File: src/rtl/cmp_slice_seq_if.sv
// Operand/result handshake bundle between the ALU control FSM and the slice compare sequencer.
interface cmp_slice_seq_if #(
   parameter int unsigned WIDTH = 6
);
   logic             start_valid;
   logic             start_ready;
   logic [WIDTH-1:0] a;
   logic [WIDTH-1:0] b;
   logic             res_valid;
   logic             res_ready;
   logic             gt;
   logic             eq;
   logic             ge;

   modport master (
      output start_valid, a, b, res_ready,
      input  start_ready, res_valid, gt, eq, ge
   );

   modport slave (
      input  start_valid, a, b, res_ready,
      output start_ready, res_valid, gt, eq, ge
   );
endinterface

File: src/rtl/cmp_slice_seq.sv
// Multi-cycle unsigned magnitude comparator: walks operands MSB-first in 2-bit slices,
// stopping at the first unequal slice, and returns gt/eq/ge over a valid/ready handshake.
module cmp_slice_seq #(
   parameter int unsigned WIDTH = 6
) (
   input  logic               clk,
   input  logic               rst_n,
   input  logic               clr,
   cmp_slice_seq_if.slave     bus
);
   localparam int unsigned SLICES = WIDTH / 2;
   localparam int unsigned IDX_W  = (SLICES > 1) ? $clog2(SLICES) : 1;

   typedef enum logic [1:0] {
      IDLE = 2'd0,
      RUN  = 2'd1,
      DONE = 2'd2
   } state_t;

   state_t           r_state;
   logic [WIDTH-1:0] r_a;
   logic [WIDTH-1:0] r_b;
   logic [IDX_W-1:0] r_idx;
   logic             r_gt;
   logic             r_eq;

   logic [WIDTH-1:0] w_a_sh;
   logic [WIDTH-1:0] w_b_sh;
   logic [1:0]       w_sa;
   logic [1:0]       w_sb;

   // Current slice sits at bit 2*idx; shift it down to the bottom two bits.
   assign w_a_sh = r_a >> {r_idx, 1'b0};
   assign w_b_sh = r_b >> {r_idx, 1'b0};
   assign w_sa   = w_a_sh[1:0];
   assign w_sb   = w_b_sh[1:0];

   always_ff @(posedge clk or negedge rst_n) begin
      if (!rst_n) begin
         r_state <= IDLE;
         r_a     <= '0;
         r_b     <= '0;
         r_idx   <= '0;
         r_gt    <= 1'b0;
         r_eq    <= 1'b0;
      end else if (clr) begin
         r_state <= IDLE;
         r_gt    <= 1'b0;
         r_eq    <= 1'b0;
      end else begin
         case (r_state)
            IDLE: begin
               if (bus.start_valid) begin
                  r_a     <= bus.a;
                  r_b     <= bus.b;
                  r_idx   <= IDX_W'(SLICES - 1);
                  r_gt    <= 1'b0;
                  r_eq    <= 1'b0;
                  r_state <= RUN;
               end
            end
            RUN: begin
               if (w_sa > w_sb) begin
                  r_gt    <= 1'b1;
                  r_eq    <= 1'b0;
                  r_state <= DONE;
               end else if (w_sa < w_sb) begin
                  r_gt    <= 1'b0;
                  r_eq    <= 1'b0;
                  r_state <= DONE;
               end else if (r_idx == '0) begin
                  r_gt    <= 1'b0;
                  r_eq    <= 1'b1;
                  r_state <= DONE;
               end else begin
                  r_idx   <= r_idx - IDX_W'(1);
               end
            end
            DONE: begin
               if (bus.res_ready) begin
                  r_state <= IDLE;
               end
            end
            default: begin
               r_state <= IDLE;
            end
         endcase
      end
   end

   // Handshake flags decode from state only; result bits come straight from registers.
   assign bus.start_ready = (r_state == IDLE);
   assign bus.res_valid   = (r_state == DONE);
   assign bus.gt          = r_gt;
   assign bus.eq          = r_eq;
   assign bus.ge          = r_gt | r_eq;
endmodule

File: src/flat_wrapper.sv
// flat-port wrapper written by rule: the top's interface ports become plain ports
module cmp_slice_seq_flat 
#(
   parameter int unsigned WIDTH = 6
)
  (clk, rst_n, clr, bus_start_valid, bus_a, bus_b, bus_res_ready, bus_start_ready, bus_res_valid, bus_gt, bus_eq, bus_ge);
  cmp_slice_seq_if #(.WIDTH(WIDTH)) bus_i ();
  input  logic clk;
  input  logic rst_n;
  input  logic clr;
  input wire logic [$bits(bus_i.start_valid)-1:0] bus_start_valid;
  input wire logic [$bits(bus_i.a)-1:0] bus_a;
  input wire logic [$bits(bus_i.b)-1:0] bus_b;
  input wire logic [$bits(bus_i.res_ready)-1:0] bus_res_ready;
  output wire logic [$bits(bus_i.start_ready)-1:0] bus_start_ready;
  output wire logic [$bits(bus_i.res_valid)-1:0] bus_res_valid;
  output wire logic [$bits(bus_i.gt)-1:0] bus_gt;
  output wire logic [$bits(bus_i.eq)-1:0] bus_eq;
  output wire logic [$bits(bus_i.ge)-1:0] bus_ge;
  assign bus_i.start_valid = bus_start_valid;
  assign bus_i.a = bus_a;
  assign bus_i.b = bus_b;
  assign bus_i.res_ready = bus_res_ready;
  assign bus_start_ready = bus_i.start_ready;
  assign bus_res_valid = bus_i.res_valid;
  assign bus_gt = bus_i.gt;
  assign bus_eq = bus_i.eq;
  assign bus_ge = bus_i.ge;
  cmp_slice_seq #(.WIDTH(WIDTH)) u_core (.clk(clk), .rst_n(rst_n), .clr(clr), .bus(bus_i));
endmodule
File: config.mk
export PLATFORM = sky130hd
export DESIGN_NAME = cmp_slice_seq_flat
export DESIGN_NICKNAME = d
export VERILOG_FILES = /design/src/rtl/cmp_slice_seq_if.sv /design/src/rtl/cmp_slice_seq.sv /design/src/flat_wrapper.sv
export SDC_FILE = /design/constraint.sdc
export NUM_CORES = 1
export LEC_CHECK = 0
export CORE_UTILIZATION = 30
export CTS_BUF_LIST = sky130_fd_sc_hd__clkbuf_2
export DETAILED_ROUTE_END_ITERATION = 7
export GPL_ROUTABILITY_DRIVEN = 0
export PLACE_DENSITY_LB_ADDON = 0.2
export SKIP_CTS_REPAIR_TIMING = 1
export SLEW_MARGIN = 10
export SYNTH_ARGS = -nofsm -noshare
export SYNTH_HDL_FRONTEND = slang
export SYNTH_SLANG_ARGS = --single-unit
export TNS_END_PERCENT = 10
File: constraint.sdc
create_clock -name clk -period 2.5 [get_ports clk]
set_clock_uncertainty 0.2 [all_clocks]
set_input_delay 0.375 -clock clk [delete_from_list [all_inputs] [get_ports clk]]
set_output_delay 0.375 -clock clk [all_outputs]
set_load 0.01 [all_outputs]
==> results.txt, run 1 <==
CP Data Required Time = 2490 ps
Post-synthesis register bit count = 18
Max cap viols = 0
First-pass GRT wire length = 2990 um
CTS clk-pin slew, worst paths = 150 ps
Worst path top cell family by delay = simple AND/OR/NAND/NOR gates
Post-place setup slack = 244 ps
Detailed Route Iter0 Violations = 5
Initial core utilization = 0.316
Maximum clock frequency = 441 MHz
Proportion of layout cells with a drive suffix above 1 = 0.260
Die Y = 58.5 um
Rows = 20
Outcome = completed
Final WL = 1680 um
First-pass DRT Iterations = 4
TritonCTS buffer count = 3
Post-Synthesis Cells = 79
Chip Width = 58.5 um
Area grow syn2layout = 30.1%
Setup CP Type = reg2reg
Net Count, Synth = 99
Critical path buffers and inverters = 0
Post-Synth Simple-Gate Area = 0.161
Compound-gate portion of the synthesized area = 0.0850
Initial antenna violation count = 0
Fin worst setup slack = 234 ps
CP Data Arrival Time = 2250 ps
Number of I/O pins = 22
Top cells by area, synth = dfrtp_1 (47%), mux2_2 (14%), mux2i_1 (5.2%), ha_1 (3.9%), nor4b_4 (2.5%)
DR DRC count = 0
Clock Tree Root = clkbuf_2
Setup_tns = 0 ps
DR vias = 667
Top-area cell type share of the netlist area = 0.471
Power per cell area = 883 nW/um^2
Crit Path Max Fanout = 8
Diodes inserted = 0
TritonCTS clock tree = yes
Area leader, netlist = dfrtp_1
Crit path time final = 2270 ps
Hold Crit Class = in2async
Peak supply drop = 0.302 mV
Leak = 0.532 nW
Total power draw = 1.10 mW
Relative slew slack = 0.786
Yosys cell types = 27
Vias in the first global route = 672
Largest family of logic cells by synthesized area = multiplexers
Final net count = 126
CP max stage cell = dfrtp_1
Worst-Margin Slew = 320 ps
Mux contribution to synthesized area = 0.209
Grt total ovfl = 0
XOR/XNOR share of the synthesized area = 0
Vias per std cell = 4.51
Clk sink count = 18
Max Transition Viols Final = 0
PortBufs = 21
Final worst-path cycle share = 0.906
Syn_area_per_cell = 12.1 um^2
Clock latency on the worst-skew pair = 280 ps
Mapped Area = 957 um^2
Die area = 3420 um^2
Crit. End Element = register
Crit path launch type = register
GRT Overall Usage = 0.116
Seq/Total Area, Yosys = 0.471
Largest net degree at the start of global routing = 19
Crit-path cells = nor2b_1, a21oi_1, ha_1, nand2_1, nor4_4, mux2_4
Dpl hpwl = 1320 um
Final hold vios = 0
Synth warn = 0
WL/cell = 11.4 um
Fillers = 310
Post-Synth Adder-Cell Area = 0.0392
Setup violators final = 0
RSZ-0062 raised after global routing = false
Final ANT Viol Nets = 0
CTS max path bufs = 2
# H-tree levels = 1
Core Region = 3030 um^2
Largest stage delay, worst path = 520 ps
==> worst register-to-register path, cell delays in order, from the launching register on <==
cell     delay, ps
dfrtp_1        520
nor2b_1        260
a21oi_1        130
ha_1           290
nand2_1        120
nor4_4         330
mux2_4         330
==> worst paths after layout <==
| kind | endpoint | slack (ps) | startpoint | cells after the start |
|---|---|---|---|---|
| min | u_core.r_state[1]$_DFFE_PN0P_ | 200 | rst_n | 2 |
| max in group asynchronous | u_core.bus.gt$_DFFE_PN0P_ | 1710 | rst_n | 2 |
| max | u_core.r_idx[0]$_DFFE_PN0P_ | 230 | u_core.r_idx[1]$_DFFE_PN0P_ | 6 |
| min in group clk | u_core.r_b[5]$_DFFE_PN0P_ | 330 | u_core.r_b[5]$_DFFE_PN0P_ | 1 |
| max reg2reg | u_core.r_idx[0]$_DFFE_PN0P_ | 230 | u_core.r_idx[1]$_DFFE_PN0P_ | 6 |
| min reg2reg | u_core.r_b[5]$_DFFE_PN0P_ | 330 | u_core.r_b[5]$_DFFE_PN0P_ | 1 |
==> stage by stage <==
stage	area, um^2	utilization	hold slack, ps	std cells
floorplan	957	-	-121	79
global placement	1230	0.406	298	145
detailed placement	1230	0.406	296	145
CTS	1240	0.411	195	148
global route	1240	0.411	196	148
finish	1240	0.411	202	148
==> registers in the layout (all words and copies together) (netlist names) <==
signal / cells
u_core.r_a: 6
u_core.r_b: 6
u_core.r_idx: 2
u_core.r_state: 2
u_core.bus.eq: 1
u_core.bus.gt: 1
==> layer usage <==
layer  track usage  vias up  part of all wire
met5             0        -                 0
met4        0.0510        0            0.0054
met3        0.0220        2             0.047
met2         0.192       20              0.46
met1         0.147      315              0.48
li1              -      330                 -
==> cells in the final DEF, fill, tap and decap left out, types with 2 or more instances in the layout <==
cell and instances:
mux2i_1 5, nor2_1 5, mux2_2 12, nor2b_1 3, ha_1 3, inv_1 5, a21oi_1 4, o21ai_0 2
nand2_1 4, dfrtp_1 18, clkdlybuf4s50_1 21, buf_4 3, and2b_2 2, clkbuf_2 3
==> power breakdown <==
part / leakage, nW / internal [mW] / total [mW] / switching [mW]
clock network: 0.0125 / 0.0327 / 0.112 / 0.0790
logic: 0.303 / 0.288 / 0.496 / 0.208
registers: 0.217 / 0.402 / 0.492 / 0.0898
==> area by class of cell <==
cell class / count / area [um^2] / share of cell area
multi-input combinational: 54 / 473 / 0.380
sequential: 18 / 450 / 0.362
timing repair buffer: 24 / 233 / 0.187
tap: 44 / 55.1 / 0.0442
inverter: 5 / 18.8 / 0.0151
clock buffer: 3 / 15.0 / 0.0121
==> synth_stat cells <==
library cell and number:
clkbuf_1 1, o21ai_0 2, dfrtp_1 18, mux2_2 12, o31ai_1 1, o32a_1 1
mux2i_1 5, a21oi_1 4, or2_2 1, or3b_4 1, nor4_4 1, buf_6 1
nor2b_1 3, o22ai_1 1, inv_1 5, nand2_1 4, o221ai_1 1, o21ba_2 1
nor4b_4 1, and3_2 1, o311ai_0 1, nor3b_1 1, mux2_4 1, nand2b_1 1
and2b_2 2, nor2_1 5, ha_1 3
==> logic make-up after synthesis <==
family,count (synthesis)
AND/OR/NAND/NOR,21
multiplexers,18
flip-flops,18
AO/OA/AOI/OAI,12
buffers and inverters,7
adder cells (fa/ha/maj),3
No activity file was read; power rests on OpenSTA's default activity.
==> run 2, diff against run 1 <==
- CTS_CLUSTER_SIZE: unset -> 8
==> results of run 2 <==
Final layout, timing and power as in run 1 (identical DEF).
